===== config.mk =====
export PLATFORM = sky130hd
export DESIGN_NAME = fetch_unit
export DESIGN_NICKNAME = d
export VERILOG_FILES = /design/src/rtl/fetch_unit.sv
export SDC_FILE = /design/constraint.sdc
export NUM_CORES = 1
export LEC_CHECK = 0
export ABC_AREA = 0
export CAP_MARGIN = 40
export CORE_AREA = 5 5 219 115
export CTS_BUF_LIST = sky130_fd_sc_hd__clkbuf_8
export DETAILED_ROUTE_END_ITERATION = 8
export DIE_AREA = 0 0 224 120
export SYNTH_ARGS = -nofsm -noshare
export SYNTH_HDL_FRONTEND = slang
export SYNTH_SLANG_ARGS = --single-unit
export TNS_END_PERCENT = 20

===== constraint.sdc =====
create_clock -name clk -period 3.78 [get_ports clk]
set_clock_uncertainty 0.05 [all_clocks]
set_input_delay 0.756 -clock clk [delete_from_list [all_inputs] [get_ports clk]]
set_output_delay 0.756 -clock clk [all_outputs]
set_load 0.02 [all_outputs]

===== src/rtl/fetch_unit.sv =====
// Instruction fetch unit: fetch/valid/halt sequencer with PC update on accept.
// Optional fetch-wait timeout enabled with macro FETCH_TIMEOUT_EN.
module fetch_unit #(
  parameter logic [31:0] RESET_PC       = 32'h0040_0000,
  parameter int unsigned TIMEOUT_CYCLES = 255
) (
  input  logic        clk,
  input  logic        rst_n,
  output logic [31:0] imemAddr,
  output logic        imemReq,
  input  logic        imemReady,
  input  logic [31:0] imemData,
  output logic [31:0] instr,
  output logic [31:0] pc,
  output logic        instrValid,
  input  logic        instrAccept,
  input  logic        isJmp,
  input  logic        isBeq,
  input  logic        isBne,
  input  logic        invOpcode,
  input  logic        aluZero,
  output logic        halted,
  output logic        fetchErr
);

  localparam logic [31:0] PC_INIT = {RESET_PC[31:2], 2'b00};
  localparam logic [31:0] PC_STEP = 32'd4;

  typedef enum logic [1:0] {
    S_FETCH = 2'd0,
    S_VALID = 2'd1,
    S_HALT  = 2'd2
  } state_e;

  state_e      state_q, state_d;
  logic [31:0] pc_q, pc_d;
  logic [31:0] instr_q, instr_d;
  logic        req_q, req_d;
  logic        valid_q, valid_d;
  logic        halted_q, halted_d;

  logic [31:0] pc4_c, br_tgt_c, jmp_tgt_c, next_pc_c;

`ifdef FETCH_TIMEOUT_EN
  localparam int unsigned TO_LIMIT = (TIMEOUT_CYCLES == 0) ? 1 : TIMEOUT_CYCLES;
  localparam int unsigned CNT_W    = $clog2(TO_LIMIT + 1);

  logic [CNT_W-1:0] cnt_q, cnt_d;
  logic             err_q, err_d;
  logic             to_hit_c;

  // This wait cycle is the one that reaches the limit.
  assign to_hit_c = (32'(cnt_q) + 32'd1) >= TO_LIMIT;
`else
  // Timeout limit has no effect in this build; the empty block keeps it referenced.
  if (TIMEOUT_CYCLES == 0) begin : g_no_timeout
  end
`endif

  // Next-PC selection, priority jump > beq > bne > sequential.
  always_comb begin
    pc4_c     = pc_q + PC_STEP;
    br_tgt_c  = pc4_c + {{14{instr_q[15]}}, instr_q[15:0], 2'b00};
    jmp_tgt_c = {pc4_c[31:28], instr_q[25:0], 2'b00};
    if (isJmp) begin
      next_pc_c = jmp_tgt_c;
    end else if ((isBeq && aluZero) || (isBne && !aluZero)) begin
      next_pc_c = br_tgt_c;
    end else begin
      next_pc_c = pc4_c;
    end
  end

  always_comb begin
    state_d  = state_q;
    pc_d     = pc_q;
    instr_d  = instr_q;
    req_d    = 1'b0;
    valid_d  = 1'b0;
    halted_d = halted_q;
`ifdef FETCH_TIMEOUT_EN
    cnt_d    = '0;
    err_d    = err_q;
`endif
    unique case (state_q)
      S_FETCH: begin
        req_d = 1'b1;
        // Only a response to an issued request is taken.
        if (req_q && imemReady) begin
          instr_d = imemData;
          valid_d = 1'b1;
          req_d   = 1'b0;
          state_d = S_VALID;
        end
`ifdef FETCH_TIMEOUT_EN
        else if (req_q) begin
          if (to_hit_c) begin
            state_d  = S_HALT;
            req_d    = 1'b0;
            halted_d = 1'b1;
            err_d    = 1'b1;
          end else begin
            cnt_d = cnt_q + CNT_W'(1);
          end
        end
`endif
      end
      S_VALID: begin
        valid_d = 1'b1;
        if (instrAccept) begin
          valid_d = 1'b0;
          if (invOpcode) begin
            state_d  = S_HALT;
            halted_d = 1'b1;
          end else begin
            pc_d    = next_pc_c;
            req_d   = 1'b1;
            state_d = S_FETCH;
          end
        end
      end
      S_HALT: begin
      end
      default: begin
        state_d = S_FETCH;
      end
    endcase
  end

  always_ff @(posedge clk or negedge rst_n) begin
    if (!rst_n) begin
      state_q  <= S_FETCH;
      pc_q     <= PC_INIT;
      instr_q  <= '0;
      req_q    <= 1'b0;
      valid_q  <= 1'b0;
      halted_q <= 1'b0;
    end else begin
      state_q  <= state_d;
      pc_q     <= pc_d;
      instr_q  <= instr_d;
      req_q    <= req_d;
      valid_q  <= valid_d;
      halted_q <= halted_d;
    end
  end

`ifdef FETCH_TIMEOUT_EN
  always_ff @(posedge clk or negedge rst_n) begin
    if (!rst_n) begin
      cnt_q <= '0;
      err_q <= 1'b0;
    end else begin
      cnt_q <= cnt_d;
      err_q <= err_d;
    end
  end

  assign fetchErr = err_q;
`else
  assign fetchErr = 1'b0;
`endif

  assign imemAddr   = pc_q;
  assign pc         = pc_q;
  assign instr      = instr_q;
  assign imemReq    = req_q;
  assign instrValid = valid_q;
  assign halted     = halted_q;

endmodule


==> key figures, run 1 <==
Run status
  • Status: completed

Timing
  • Pins Over Slew Limit: 0
  • Fin crit share: 95.2%
  • Slew @ Worst Pin: 0.954 ns
  • Slew headroom: 36.4%
  • Fin crit period: 3.60 ns
  • Final Hold Vio Count: 0
  • Setup TNS Final: 0 ns
  • FMAX: 0.278 GHz
  • Final setup margin: 0.183 ns
  • Final setup vio count: 0

Cells and area
  • Fillers: 2379
  • Area Growth Syn to Fin: 38.1%
  • Final instance area: 7820 µm²
  • Layout cells sized above 1: 19.2%
  • Most common cell after layout, fill and taps aside: clkdlybuf4s50_1
  • Post-Layout Cell Count: 1107
  • Post-layout net count: 866
  • Ant diodes: 0
  • Most frequent cells in the layout: 134 x clkdlybuf4s50_1, 63 x dfrtp_1, 54 x buf_4, 53 x nand2_1, 42 x a21oi_1

Synthesis
  • Post-synthesis mux area share: 8.39%
  • Synth async-reset ratio: 100%
  • Syn avg cell area: 8.82 µm²
  • Flops & latches, synth: 67
  • Xor/xnor share of the synthesized area: 6.96%
  • Post-synth EDFFs: 0
  • Ys flop type: dfrtp_1
  • Ys Warns: 0
  • Complex-gate fraction of the synthesized area: 20.5%
  • Cell count after synthesis: 642
  • Adder-cell share of the synthesized area: 8.52%
  • Mapped Area: 5670 µm²
  • Sequential share of the synthesized area: 29.6%
  • Main combinational cell family by area after synthesis: compound AO/OA/AOI/OAI gates
  • Synth Area in Simple Gates: 18.7%
  • Post-synth cell types: 69

Route
  • Routed via count: 5509
  • First drt pass iteration count: 5
  • Drt via density: 4.98
  • DR iter-0 viols: 563
  • Drt total wl: 20.3 mm
  • Average routed wire per standard cell: 18.3 µm
  • Routed Antenna Nets: 0
  • Drt drc: 0

Clocking
  • Maximum clock path buffer count: 2
  • H-tree Lvls: 3
  • Clock slew at reported path FFs: 0.09 ns
  • CTS buffer count: 9
  • CTS tree: yes
  • Clk root buf: clkbuf_8
  • Hold buffer count at cts: 0
  • Clk_lat worst skew: 0.35 ns
  • Clock Sink Count: 67

Placement
  • Placed Instances: 1086
  • GPL Wtd Cong: 0.929
  • Final HPWL from detailed placement: 15.9 mm
  • Port bufs: 135
  • Place WS: -0.0239 ns
  • Post-DP Area: 7490 µm²

Worst setup path
  • Reg2Reg Setup Slack: 0.18 ns
  • R2R depth: 14
  • Worst-path fanout max: 6
  • CP bufs+invs: 1
  • CP endpoint kind: flip-flop
  • Worst reg2reg startpoint: imemAddr[5]$_DFFE_PN0P_
  • CP top delay family: simple AND/OR/NAND/NOR gates
  • CP Depth: 14
  • WP data required: 3.97 ns
  • Critical path startpoint: imemAddr[5]$_DFFE_PN0P_
  • Slowest cell on crit path: o21ai_0
  • Crit path top cell by count: o21ai_0
  • Startpoint Class: flip-flop
  • CP endpoint: imemAddr[28]$_DFFE_PN0P_
  • WP data arrival: 3.79 ns
  • Critical Setup Path Class: reg -> reg
  • CP Cell Sequence: and4_4 -> nand4_4 -> nor2_2 -> nand4_1 -> xnor2_2 -> ha_1 -> buf_4 -> nand2_1 -> o21ai_0 -> a21oi_1 -> o21ai_0 -> nor4b_1 -> or3_1 -> and3_1
  • RR Endpoint: imemAddr[28]$_DFFE_PN0P_
  • CP peak stage delay: 0.47 ns

Floorplanning
  • Ports: 141
  • Die area: 26900 µm²
  • Die outline height: 120 µm
  • Initial Util: 24.3%
  • # rows: 40
  • Die Width: 224 µm
  • Core Area: 23300 µm²

Run
  • MaxCap Viol Count: 0

Power and ir drop
  • Static Leak: 3.54 nW
  • PwrDens: 192 nW/µm²
  • VDD IR-drop max: 214 µV

GRT
  • Global-route wire length before repair: 31.6 mm
  • GRT Util Overall: 14.8%
  • Initial antenna violation count: 0
  • Vias in the first global route: 5406
  • Largest net degree at the start of global routing: 47
  • Grt total ovfl: 0

Hold path
  • Hold Crit Class: in -> async
-- worst min-delay path by stage --
stage | slack [ns] | cells past startpoint | end
floorplan | 0.41 | 0 | halted$_DFFE_PN0P_
global placement | 0.42 | 1 | halted$_DFFE_PN0P_
detailed placement | 0.42 | 1 | halted$_DFFE_PN0P_
CTS | 0.35 | 2 | instr[20]$_DFFE_PN0P_
global route | 0.35 | 2 | instr[27]$_DFFE_PN0P_
finish | 0.35 | 2 | instr[27]$_DFFE_PN0P_
-- flip-flops by register name, indices dropped and copies added (netlist names) --
| name | cells |
|---|---|
| instr | 32 |
| imemAddr | 30 |
| state_q | 2 |
| halted | 1 |
| imemReq | 1 |
| instrValid | 1 |
-- per-stage QoR --
step / utilization [%] / total power [W] / hold slack [ns]
global placement: 32.1 / 0.000852 / 0.423
CTS: 33.1 / 0.00151 / 0.350
global route: 33.6 / 0.00156 / 0.351
finish: 33.6 / 0.00150 / 0.346
detailed placement: 32.2 / 0.000855 / 0.421
floorplan: - / 0.000776 / 0.410
-- Yosys cell counts (3+ instances only) --
cell type | n | share of area (%)
and3_1 | 21 | 2.3
mux2_2 | 36 | 7.2
o211a_1 | 3 | 0.53
o31a_1 | 3 | 0.46
o21a_1 | 3 | 0.40
and4_1 | 4 | 0.62
and2_1 | 3 | 0.33
o21ai_0 | 37 | 3.3
a21oi_1 | 43 | 3.8
xor2_1 | 16 | 2.5
buf_4 | 35 | 4.6
a21o_1 | 16 | 2.1
nand2_1 | 53 | 3.5
or3_1 | 9 | 0.99
a211oi_1 | 9 | 1.2
nor4_1 | 4 | 0.44
clkbuf_1 | 25 | 1.7
a31oi_1 | 3 | 0.33
xnor2_1 | 29 | 4.5
o21bai_1 | 5 | 0.66
ha_1 | 37 | 8.2
inv_1 | 12 | 0.79
nand3_1 | 31 | 2.7
nand4_1 | 10 | 1.1
mux2i_1 | 7 | 1.2
dfrtp_1 | 66 | 29
nor2b_1 | 6 | 0.66
nor2_1 | 38 | 2.5
o211ai_1 | 9 | 1.2
o22ai_1 | 4 | 0.44
nor3_1 | 13 | 1.1
a31o_2 | 3 | 0.46
-- worst reg2reg max path: cells and delay by family (launching register included) --
family | cells | cell delay, ns
flops | 1 | 0.36
compound gates | 3 | 0.79
buf+inv | 1 | 0.15
xor+xnor | 1 | 0.22
simple gates | 8 | 1.58
fa+ha+maj | 1 | 0.34
-- cell families (layout without fill, tap and decap cells) --
group / after synthesis / in the layout
other cells: 1 / 5
compound gates: 168 / 168
fa+ha+maj: 38 / 38
xor+xnor: 45 / 45
mux: 43 / 43
flops: 67 / 67
simple gates: 206 / 206
buf+inv: 74 / 220
-- area by class of cell --
class / count / area, µm² / area share [%]
tap: 315 / 394 / 5.04
clock buffer: 9 / 124 / 1.58
clock inverter: 7 / 80.1 / 1.02
sequential: 67 / 1680 / 21.5
multi-input combinational: 505 / 3690 / 47.1
inverter: 12 / 45.0 / 0.576
timing repair buffer: 192 / 1810 / 23.2
-- report_power, final --
group / internal (W) / switching (W)
combinational: 0.0000570 / 0.0000673
sequential: 0.000716 / 0
clock: 0.000316 / 0.000342
total: 0.00109 / 0.000409
-- per-layer routing --
layer	track usage, %	part of all wire, %	vias to the layer above
met5	0	0	-
met4	1.72	0.32	0
met3	4.72	11	8
met2	20.4	40	258
met1	22.7	49	2620
li1	-	-	2623
-- timing repair --
action / CTS / global route
setup endpoints to repair: 1 / 12
pin swaps: 0 / 10
gates resized for setup: 1 / 22
hold endpoints to repair: 0 / 0
setup buffers: 0 / 5
No activity file was read; power rests on OpenSTA's default activity.
==> inputs of run 2 (changes only) <==
--- a/config.mk
+++ b/config.mk
@@ -11,6 +11,9 @@
 export CTS_BUF_LIST = sky130_fd_sc_hd__clkbuf_8
 export DETAILED_ROUTE_END_ITERATION = 8
 export DIE_AREA = 0 0 224 120
+export MAX_ROUTING_LAYER = met4
+export SKIP_LAST_GASP = 1
+export SLEW_MARGIN = 20
 export SYNTH_ARGS = -nofsm -noshare
 export SYNTH_HDL_FRONTEND = slang
 export SYNTH_SLANG_ARGS = --single-unit
==> run 2 against run 1 <==
Against the previous run:
- register-to-register slack worse by 0.05 ns
- critical path depth stayed put
- count of clock-buffer cells in the layout stayed put
- worst setup slack worse by 0.046 ns
- worst hold slack worse by 0.032 ns
- wire length is 0.99% higher
- die area stayed put
- cell count hardly changed
- utilization is 0.13 points higher
- maximum frequency is 1.3% lower
- critical path type unchanged
- highest routed layer unchanged
==> key figures, run 2 (synthesized netlist as in run 1, its figures left out) <==
Run status
  • Status: completed

Floorplanning
  • # rows: 40
  • Die area: 26900 µm²
  • Die Width: 224 µm
  • Initial Util: 24.3%
  • Die outline height: 120 µm
  • Ports: 141
  • Core Area: 23300 µm²

Clocking
  • H-tree Lvls: 3
  • Clock slew at reported path FFs: 0.10 ns
  • CTS tree: yes
  • Maximum clock path buffer count: 2
  • Clock Sink Count: 67
  • Clk root buf: clkbuf_8
  • Clk_lat worst skew: 0.36 ns
  • CTS buffer count: 9

Power and ir drop
  • VDD IR-drop max: 221 µV
  • Clock share of power: 43.8%
  • Cell-internal power: 0.00109 W
  • Static Leak: 3.53 nW
  • Part of the power in combinational logic: 8.4%
  • Seq pwr share: 47.9%
  • Final Total Pwr: 0.00150 W
  • PwrDens: 190 nW/µm²
  • Sw Pwr: 0.000407 W
  • Net Sw Frac: 27.2%

Route
  • DR iter-0 viols: 580
  • Drt total wl: 20.5 mm
  • Drt via density: 5.03
  • Drt drc: 0
  • First drt pass iteration count: 7
  • Routed via count: 5559
  • Routed Antenna Nets: 0
  • Average routed wire per standard cell: 18.5 µm

Worst setup path
  • Critical Setup Path Class: reg -> reg
  • WP data required: 3.97 ns
  • WP data arrival: 3.84 ns
  • Worst-path fanout max: 5
  • Startpoint Class: flip-flop
  • CP endpoint kind: flip-flop

Timing
  • Final Hold Vio Count: 0
  • Final setup vio count: 0
  • Pins Over Slew Limit: 0
  • Slew headroom: 52.8%
  • Fin crit period: 3.64 ns
  • Slew @ Worst Pin: 0.704 ns
  • FMAX: 0.274 GHz
  • Fin crit share: 96.4%

Placement
  • Port bufs: 135
  • Final HPWL from detailed placement: 16.0 mm
  • GPL Wtd Cong: 0.945
  • Post-DP Area: 7500 µm²

Cells and area
  • Post-layout net count: 865
  • Ant diodes: 0
  • Area Growth Syn to Fin: 38.6%
  • Number of flip-flops in the largest register: 32
  • Most frequent cells in the layout: 134 x clkdlybuf4s50_1, 63 x dfrtp_1, 53 x nand2_1, 52 x buf_4, 41 x a21oi_1
  • Most common cell after layout, fill and taps aside: clkdlybuf4s50_1
  • Utilization after layout: 33.7%
  • Final instance area: 7850 µm²
  • Layout cells sized above 1: 19.3%

Run
  • MaxCap Viol Count: 0

GRT
  • Initial antenna violation count: 0
  • Global-route wire length before repair: 31.8 mm
  • Largest net degree at the start of global routing: 47
  • GRT Util Overall: 15.2%
  • Grt total ovfl: 0
  • Vias in the first global route: 5409

Hold path
  • Hold Crit Class: in -> async
[run 2: worst max-delay path: stages, from the launching register on]
cell	delay, ns
dfrtp_2	0.41
and4_2	0.29
nand3_2	0.15
nor3_4	0.28
nand3_1	0.13
xnor2_1	0.19
ha_1	0.33
nand4_1	0.20
or2_2	0.40
nor4_1	0.28
nor2_1	0.11
o2111ai_2	0.13
a2111oi_2	0.11
a2111oi_2	0.35
nand4_1	0.14
[run 2: final timing paths]
path | cells after the start | slack, ns | from | endpoint
min in group clk | 1 | 0.43 | halted$_DFFE_PN0P_ | halted$_DFFE_PN0P_
max in group asynchronous | 2 | 2.73 | rst_n | imemAddr[22]$_DFFE_PN1P_
hold / removal | 1 | 0.31 | rst_n | imemAddr[26]$_DFFE_PN0P_
setup reg to reg | 14 | 0.14 | imemAddr[14]$_DFFE_PN0P_ | imemAddr[31]$_DFFE_PN0P_
hold reg to reg | 1 | 0.43 | halted$_DFFE_PN0P_ | halted$_DFFE_PN0P_
setup / recovery | 14 | 0.14 | imemAddr[14]$_DFFE_PN0P_ | imemAddr[31]$_DFFE_PN0P_
[run 2: power by group through the flow]
stage / registers [W] / logic (W) / clock network, W
floorplan: 0.000731 / 0.0000453 / 0
global placement: 0.000730 / 0.000122 / 0
detailed placement: 0.000730 / 0.000125 / 0
CTS: 0.000716 / 0.000126 / 0.000674
global route: 0.000716 / 0.000137 / 0.000709
finish: 0.000716 / 0.000125 / 0.000654
[run 2: routing by layer]
layer | part of all wire (%) | GRT usage (%)
met2 | 39 | 20.3
met5 | 0 | -
met3 | 11 | 4.82
met4 | 0.35 | 1.57
met1 | 49 | 22.8
[run 2: final cells by class]
type	instances	area (µm²)
inverter	12	45.0
timing repair buffer	191	1830
multi-input combinational	505	3690
sequential	67	1680
clock buffer	9	124
tap	315	394
fill	2407	15400
clock inverter	7	82.6
[run 2: metrics by stage]
step                      std cells  TNS [ns]  hold WS (ns)  setup WS, ns
after floorplan                 646         0         0.410         0.138
after global placement         1085         0         0.423        0.0793
after detailed placement       1086         0         0.421        0.0110
after CTS                      1102         0         0.310        0.0115
after global routing           1106   -0.0240         0.339       -0.0148
final                          1106         0         0.314         0.136
[run 2: what timing repair did]
| item | in CTS | in global routing |
|---|---|---|
| setup endpoints to repair | 0 | 13 |
| hold buffers | 0 | 0 |
| buffers inserted | 0 | 3 |
| resized for setup | 0 | 25 |
